## src/rtl/serial_subtractor_32bit_if.sv

```systemverilog
// Start/done handshake bundle for the serial subtractor.
// Operands flow master->slave, result and flags flow back.
interface serial_subtractor_32bit_if #(
    parameter int WIDTH = 32
);
    logic             start;
    logic [WIDTH-1:0] A;
    logic [WIDTH-1:0] B;
    logic             Bin;
    logic             busy;
    logic             done;
    logic [WIDTH-1:0] D;
    logic             Bout;
    logic             V;
    logic             Z;

    modport master (
        output start, A, B, Bin,
        input  busy, done, D, Bout, V, Z
    );

    modport slave (
        input  start, A, B, Bin,
        output busy, done, D, Bout, V, Z
    );
endinterface

```

## src/rtl/serial_subtractor_32bit.sv

```systemverilog
// Multi-cycle subtractor: D = A - B - Bin, SLICE bits per clock,
// LSB slice first, borrow carried between slices in a register.
module serial_subtractor_32bit #(
    parameter int WIDTH = 32,
    parameter int SLICE = 4
) (
    input logic                    clk,
    input logic                    rst,
    serial_subtractor_32bit_if.slave bus
);
    localparam int N  = WIDTH / SLICE;
    localparam int CW = (N > 1) ? $clog2(N) : 1;

    typedef enum logic [1:0] {
        IDLE = 2'd0,
        RUN  = 2'd1,
        DONE = 2'd2
    } state_t;

    state_t           state;
    state_t           state_nxt;
    logic [CW-1:0]    count;
    logic             borrow;
    logic [WIDTH-1:0] a_q;
    logic [WIDTH-1:0] b_q;
    logic [WIDTH-1:0] work;
    logic [WIDTH-1:0] work_nxt;
    logic [WIDTH-1:0] d_q;
    logic             bout_q;
    logic             v_q;
    logic             z_q;

    logic             accept;
    logic             last;
    int               base;
    logic [SLICE-1:0] a_k;
    logic [SLICE-1:0] b_k;
    logic [SLICE:0]   diff;

    // One slice of the ripple: top bit of diff is the outgoing borrow.
    always_comb begin
        accept   = bus.start && (state == IDLE || state == DONE);
        last     = (count == CW'(N - 1));
        base     = int'(count) * SLICE;
        a_k      = a_q[base +: SLICE];
        b_k      = b_q[base +: SLICE];
        diff     = {1'b0, a_k} - {1'b0, b_k} - {{SLICE{1'b0}}, borrow};
        work_nxt = work;
        work_nxt[base +: SLICE] = diff[SLICE-1:0];
    end

    always_comb begin
        state_nxt = state;
        unique case (state)
            IDLE:    if (accept) state_nxt = RUN;
            RUN:     if (last) state_nxt = DONE;
            DONE:    state_nxt = accept ? RUN : IDLE;
            default: state_nxt = IDLE;
        endcase
    end

    always_ff @(posedge clk) begin
        if (rst) state <= IDLE;
        else     state <= state_nxt;
    end

    always_ff @(posedge clk) begin
        if (rst) begin
            count  <= '0;
            borrow <= 1'b0;
            a_q    <= '0;
            b_q    <= '0;
            work   <= '0;
            d_q    <= '0;
            bout_q <= 1'b0;
            v_q    <= 1'b0;
            z_q    <= 1'b0;
        end else if (accept) begin
            a_q    <= bus.A;
            b_q    <= bus.B;
            borrow <= bus.Bin;
            count  <= '0;
            work   <= '0;
        end else if (state == RUN) begin
            work   <= work_nxt;
            borrow <= diff[SLICE];
            count  <= last ? '0 : count + CW'(1);
            // Flags use the latched operands; Bin is not part of V.
            if (last) begin
                d_q    <= work_nxt;
                bout_q <= diff[SLICE];
                v_q    <= (a_q[WIDTH-1] ^ b_q[WIDTH-1])
                        & (work_nxt[WIDTH-1] ^ a_q[WIDTH-1]);
                z_q    <= ~|work_nxt;
            end
        end
    end

    assign bus.busy = (state == RUN);
    assign bus.done = (state == DONE);
    assign bus.D    = d_q;
    assign bus.Bout = bout_q;
    assign bus.V    = v_q;
    assign bus.Z    = z_q;
endmodule

```

## src/flat_wrapper.sv

```systemverilog
// flat-port wrapper written by rule: the top's interface ports become plain ports
module serial_subtractor_32bit_flat 
#(
    parameter int WIDTH = 32,
    parameter int SLICE = 4
)
  (clk, rst, bus_start, bus_A, bus_B, bus_Bin, bus_busy, bus_done, bus_D, bus_Bout, bus_V, bus_Z);
  serial_subtractor_32bit_if #(.WIDTH(WIDTH)) bus_i ();
  input logic clk;
  input logic rst;
  input wire logic [$bits(bus_i.start)-1:0] bus_start;
  input wire logic [$bits(bus_i.A)-1:0] bus_A;
  input wire logic [$bits(bus_i.B)-1:0] bus_B;
  input wire logic [$bits(bus_i.Bin)-1:0] bus_Bin;
  output wire logic [$bits(bus_i.busy)-1:0] bus_busy;
  output wire logic [$bits(bus_i.done)-1:0] bus_done;
  output wire logic [$bits(bus_i.D)-1:0] bus_D;
  output wire logic [$bits(bus_i.Bout)-1:0] bus_Bout;
  output wire logic [$bits(bus_i.V)-1:0] bus_V;
  output wire logic [$bits(bus_i.Z)-1:0] bus_Z;
  assign bus_i.start = bus_start;
  assign bus_i.A = bus_A;
  assign bus_i.B = bus_B;
  assign bus_i.Bin = bus_Bin;
  assign bus_busy = bus_i.busy;
  assign bus_done = bus_i.done;
  assign bus_D = bus_i.D;
  assign bus_Bout = bus_i.Bout;
  assign bus_V = bus_i.V;
  assign bus_Z = bus_i.Z;
  serial_subtractor_32bit #(.WIDTH(WIDTH), .SLICE(SLICE)) u_core (.clk(clk), .rst(rst), .bus(bus_i));
endmodule
```

## config.mk

```make
export PLATFORM = sky130hd
export DESIGN_NAME = serial_subtractor_32bit_flat
export DESIGN_NICKNAME = d
export VERILOG_FILES = /design/src/rtl/serial_subtractor_32bit_if.sv /design/src/rtl/serial_subtractor_32bit.sv /design/src/flat_wrapper.sv
export SDC_FILE = /design/constraint.sdc
export NUM_CORES = 1
export LEC_CHECK = 0
export BUFFER_PORTS_ARGS = -buffer_cell sky130_fd_sc_hd__buf_2
export CAP_MARGIN = 5
export CORE_MARGIN = 8
export CORE_UTILIZATION = 42
export DETAILED_ROUTE_END_ITERATION = 8
export MAX_ROUTING_LAYER = met4
export PLACE_DENSITY = 0.65
export RECOVER_POWER = 25
export SYNTH_ARGS = -nofsm -noshare
export SYNTH_HDL_FRONTEND = slang
export SYNTH_SLANG_ARGS = --single-unit
export TNS_END_PERCENT = 50
```

## constraint.sdc

```tcl
create_clock -name clk -period 5.64 [get_ports clk]
set_input_delay 1.128 -clock clk [delete_from_list [all_inputs] [get_ports clk]]
set_output_delay 1.128 -clock clk [all_outputs]
set_load 0.02 [all_outputs]
```

## Word-level counts from Yosys, hierarchy flattened

Index checks and enable logic that the tools add are counted.

- Bits in registers: 137
- Input bits: 68
- Output and inout port bits: 37
- Word-level logic and storage cells: 44

- $add $sub $neg: 4
- Equal/unequal tests: 5
- Shift operators: 4
- Muxes and demuxes: 8
- Bitwise operators: 4
- Reductions and logical operators: 9

Operator list:

| operator | number |
|---|---|
| 32-bit by 6-bit indexed part select with 4-bit output | 2 |
| 5-bit negator with 33-bit output | 1 |
| 4-bit by 33-bit variable shift with 32-bit output, first input constant | 1 |
| 4-bit by 33-bit indexed part select with 32-bit output | 1 |
| 32-bit bitwise mux | 1 |
| 32-bit OR reduction | 1 |
| 2-bit case mux with 3 select lines | 1 |
| 4-bit by 4-bit subtractor with 5-bit output | 1 |
| 5-bit by 1-bit subtractor with 5-bit output | 1 |
| 2-bit 2-to-1 mux | 2 |
| 2-bit by 1-bit != test with 1-bit output, second input constant | 2 |
| 3-bit by 1-bit adder with 3-bit output, second input constant | 1 |
| 3-bit equality test, second input constant | 1 |
| 1-bit 2-to-1 mux | 3 |
| 3-bit 2-to-1 mux | 1 |
| 3-bit AND reduction | 1 |
| 2-bit by 1-bit equality test with 1-bit output, second input constant | 1 |
| 2-bit equality test, second input constant | 1 |
| 2-bit zero test | 1 |
| 2-bit AND reduction | 1 |
| 2-bit nonzero test | 1 |
| 2-bit OR reduction | 1 |
| 1-bit bitwise XOR | 2 |
| 1-bit AND | 1 |
| 4 further kinds | 4 |

## Longest topological paths before layout

- Depth after elaboration: 7
- Mapped depth: 15
- Gate-level depth less buffers: 12

## Least setup slack after synthesis

OpenSTA, ideal clock, no wires.

- Path type: reg2reg
- Start point: register u_core.count[0]
- End point: register u_core.z_q, in the netlist u_core.bus.Z
- Setup time: 0.084 ns
- Arrival time: 4.548 ns
- Setup slack: 1.008 ns
- Cell stages (with the launch flop): 15
- Path buffers: 4
- Period minus slack after synthesis: 4.632 ns
- Path through: dfxtp_1 buf_4 buf_2 buf_1 mux4_2 mux2i_1 fa_1 inv_1 fa_1 clkbuf_1 inv_1 mux2_4 or4_1 or4_1 o31ai_2

- Cells in the longest elaborated chain, start to end: 7

RTL lines:

| what | RTL line | source |
|---|---|---|
| start: declaration | serial_subtractor_32bit.sv:22 | `logic [CW-1:0] count;` |
| start signal: assignment | serial_subtractor_32bit.sv:87 | `count <= last ? '0 : count + CW'(1);` |
| 32-bit by 6-bit indexed part select with 4-bit output, on equally long branches | serial_subtractor_32bit.sv:45, serial_subtractor_32bit.sv:46 |  |
| 4-bit by 4-bit subtractor with 5-bit output | serial_subtractor_32bit.sv:47 | `diff = {1'b0, a_k} - {1'b0, b_k} - {{SLICE{1'b0}}, borrow};` |
| 5-bit by 1-bit subtractor with 5-bit output | serial_subtractor_32bit.sv:47 |  |
| 4-bit by 33-bit indexed part select with 32-bit output | serial_subtractor_32bit.sv:49 | `work_nxt[base +: SLICE] = diff[SLICE-1:0];` |
| 32-bit bitwise mux | serial_subtractor_32bit.sv:49 |  |
| 32-bit OR reduction | serial_subtractor_32bit.sv:94 | `z_q <= ~\|work_nxt;` |
| 1-bit zero test | serial_subtractor_32bit.sv:94 |  |
| end signal: assignment | serial_subtractor_32bit.sv:94 |  |
| end: declaration | serial_subtractor_32bit.sv:31 | `logic z_q;` |

Parallel ways exist; a longest one is shown, timed or not.
A chain may end at the register's enable or synchronous reset.

## Final worst setup path

- Start point: register u_core.count[1]
- End point: register u_core.z_q, in the netlist u_core.bus.Z

Same word-level chain as after synthesis.

==> results_tabular.tex <==
\begin{tabular}{lr}
\hline
Metric & Value \\
\hline
\multicolumn{2}{l}{\textbf{Run status}} \\
Status & complete, but fails checks \\
Failing checks & max-capacitance violations, max-slew violations \\
\multicolumn{2}{l}{\textbf{Final layout}} \\
Fraction of layout cells with a size suffix above 1 & 0.207 \\
Number of fill cells & 1483 \\
Commonest non-fill, non-tap cells in the layout & 177 x nand2\_1, 136 x dfxtp\_1, 102 x buf\_2 \\
Cell area after layout & 7490 um\^{}2 \\
Layout net count & 907 \\
Ant. Diodes & 0 \\
Most common cell after layout, fill and taps aside & nand2\_1 \\
Layout-stage area growth over the synthesis result & 17.7\% \\
\multicolumn{2}{l}{\textbf{Clock network}} \\
Clock-pin slew of the registers on the worst-case setup and hold paths & 60 ps \\
CTS buffer count & 17 \\
Latest clock arrival within the worst-skew pair & 430 ps \\
Hold-fix buffers at CTS & 0 \\
CTS sink cnt & 137 \\
CTS root buffer & clkbuf\_16 \\
TritonCTS clock tree & yes \\
Clk buf depth & 2 \\
Number of H-tree branching levels & 4 \\
Count of buffers added by post-CTS timing repair for setup & 0 \\
Count of instances resized after the clock tree is built & 0 \\
\multicolumn{2}{l}{\textbf{Min path}} \\
Type of the tightest min-delay check & reg -> reg \\
Launch instance of the worst min-delay path & u\_core.a\_q[25] \\
\multicolumn{2}{l}{\textbf{Placed design}} \\
Cell Area, Placed & 6920 um\^{}2 \\
RePlAce Congestion & 0.847 \\
Count of input and output buffers & 104 \\
Post-detail-place hpwl & 11400 um \\
Worst setup slack before clock tree synthesis & 1270 ps \\
\multicolumn{2}{l}{\textbf{Timing}} \\
Total Negative Setup Slacks & 0 ps \\
Final setup viols & 0 \\
Setup repair after global routing missed its margin & no \\
Min cycle time layout & 4350 ps \\
Fin. Hold Viols & 0 \\
Layout Skew & 8.29 ps \\
Post-route setup slack & 1290 ps \\
Final worst path period share & 0.772 \\
Number of max-slew violations in the final report & 68 \\
Worst Max-Slew Pin Slew & 2530 ps \\
Headroom to the max-slew limit & -0.684 \\
Max Freq & 230 MHz \\
\multicolumn{2}{l}{\textbf{Die}} \\
Horiz. Die Dim & 139 um \\
Initial standard-cell utilization of the core & 0.425 \\
Die outline height & 139 um \\
Full die area & 19300 um\^{}2 \\
Number of cell rows & 45 \\
Floorplan Core Area & 15000 um\^{}2 \\
Count of boundary I/O pins & 105 \\
\multicolumn{2}{l}{\textbf{Detailed routing}} \\
Number of violations reported at the end of detailed-routing iteration 0 & 454 \\
Via-to-Cell Ratio & 5.30 \\
Wirelength per Cell & 15.9 um \\
Final antenna-violating net count & 0 \\
Routed wire length & 16300 um \\
Number of design rule violations left after detail routing & 0 \\
Iteration count of the initial detailed-routing pass & 6 \\
Count of vias placed by the detailed router & 5463 \\
\multicolumn{2}{l}{\textbf{Pwr}} \\
IR drop worst, VDD & 0.000226 V \\
Logic pwr share & 0.128 \\
Cell-internal power & 1750 uW \\
Share of total power in sequential cells & 0.425 \\
Net switching fraction of the power & 0.276 \\
Pwr dens & 323 nW/um\^{}2 \\
Switching power total & 667 uW \\
Clock power share & 0.447 \\
Static Leakage & 0.00287 uW \\
\multicolumn{2}{l}{\textbf{Worst setup path}} \\
Highest net fanout along the worst path & 21 \\
Arrival time at the worst endpoint & 4700 ps \\
Crit-path leading delay family & simple AND/OR/NAND/NOR gates \\
Critical-path cell with the highest stage delay & dfxtp\_1 \\
Kind of critical path & reg -> reg \\
Startpoint of the worst-slack reg-to-reg timing path & u\_core.count[1] \\
Sum of buffers and inverters on the critical path & 1 \\
Cell-by-cell trace of the critical path & mux4\_2 -> mux2i\_1 -> fa\_1 -> inv\_1 -> fa\_1 -> xnor2\_1 -> nor2\_1 -> mux2i\_1 -> or4\_1 -> or4\_1 -> o31ai\_2 \\
Required time of the critical path & 5990 ps \\
Largest stage delay, worst path & 950 ps \\
Element type at the critical path end & flop \\
Origin of the worst setup path & u\_core.count[1] \\
CP Launch Type & flop \\
\multicolumn{2}{l}{\textbf{Global route}} \\
Via count of the first global-routing pass & 5218 \\
Global-route total usage across every layer & 0.175 \\
Total congestion overflow & 0 \\
Number of antenna violations at the first check in global routing & 0 \\
Wire length of the first global-routing pass & 26800 um \\
Maximum number of pins on one net before global-route repair & 68 \\
\multicolumn{2}{l}{\textbf{Synth}} \\
Number of unique standard cell types used by synthesis & 59 \\
Gate count after technology mapping & 762 \\
Syn Area/Cell & 8.35 um\^{}2 \\
Total nets after synthesis & 840 \\
Async S/R FF share, synth & 0 \\
Most used DFF post-synth & dfxtp\_1 \\
Synth warnings & 0 \\
Mapped Area & 6360 um\^{}2 \\
Seq/Total Area, Yosys & 0.431 \\
Number of storage elements in the synthesis netlist & 137 \\
Number of enable-type register cells in the synthesized netlist & 0 \\
\multicolumn{2}{l}{\textbf{Job}} \\
Number of max-capacitance violations reported & 1 \\
\hline
\end{tabular}
## layer usage
metal | global-route usage | vias to the layer above | wire [um]
li1 | - | 2786 | -
met1 | 0.229 | 2508 | 8110
met2 | 0.262 | 154 | 7290
met3 | 0.0441 | 15 | 747
met4 | 0.0537 | 0 | 191
met5 | - | - | 0
## path summary, 6_finish.rpt
| check | end | slack (ps) | depth (start not counted) |
|---|---|---|---|
| worst min register to register | u_core.a_q[25] | 450 | 2 |
| worst min-delay path | u_core.a_q[25] | 450 | 2 |
| worst max register to register | u_core.bus.Z | 1290 | 11 |
| worst max-delay path | u_core.bus.Z | 1290 | 11 |
## power groups by stage
stage               clock network [uW]  registers [uW]  logic [uW]
finish                            1080            1030         309
detailed placement                   0            1050         308
floorplan                            0            1040         227
global route                      1140            1030         344
global placement                     0            1050         303
CTS                               1100            1030         309
## tightest hold or removal path, stage by stage (launching register included)
cell	delay, ps
dfxtp_1	300
nand2_1	50
a21oi_1	50
## stage by stage
step	std cells	hold WS [ps]	power, uW	utilization
after floorplan	762	432	1260	-
final	1030	450	2420	0.500
after detailed placement	998	444	1360	0.462
after global placement	998	440	1350	0.462
after global routing	1030	470	2510	0.500
after CTS	1030	453	2430	0.501
## synth_stat cells (all sizes together), types with 10 or more instances
library cell	instances	share of area
nand2	177	0.10
dfxtp	137	0.43
a21oi	95	0.075
nor2	76	0.048
clkbuf	45	0.027
a211oi	41	0.048
mux2i	30	0.047
buf	16	0.012
mux4	14	0.050
nor3	13	0.011
o21ai	13	0.010
inv	11	0.0065
nor2b	10	0.0098
## logic make-up after synthesis
kind of cell | Yosys count | synth area share
adder cells (fa/ha/maj) | 10 | 0.0220
XOR/XNOR | 3 | 0.00413
flip-flops | 137 | 0.431
AND/OR/NAND/NOR | 313 | 0.216
multiplexers | 50 | 0.108
buffers and inverters | 72 | 0.0454
AO/OA/AOI/OAI | 177 | 0.173
## registers in the layout, summed over array words and instances (netlist names)
signal,flops
u_core.bus.D,32
u_core.count,3
u_core.bus.Z,1
u_core.bus.Bout,1
u_core.state,2
u_core.borrow,1
u_core.work,32
u_core.bus.V,1
u_core.b_q,32
u_core.a_q,32
## cell type report
| type | count | area (um^2) | share of cell area |
|---|---|---|---|
| Timing Repair Buffer | 109 | 556 | 0.0742 |
| Clock inverter | 14 | 136 | 0.0182 |
| Inverter | 11 | 41.3 | 0.00552 |
| Multi-Input combinational cell | 553 | 3330 | 0.445 |
| Tap cell | 188 | 235 | 0.0314 |
| Clock buffer | 18 | 439 | 0.0587 |
| Sequential cell | 137 | 2740 | 0.367 |
Note: power is estimated with default switching activity, not from simulation.
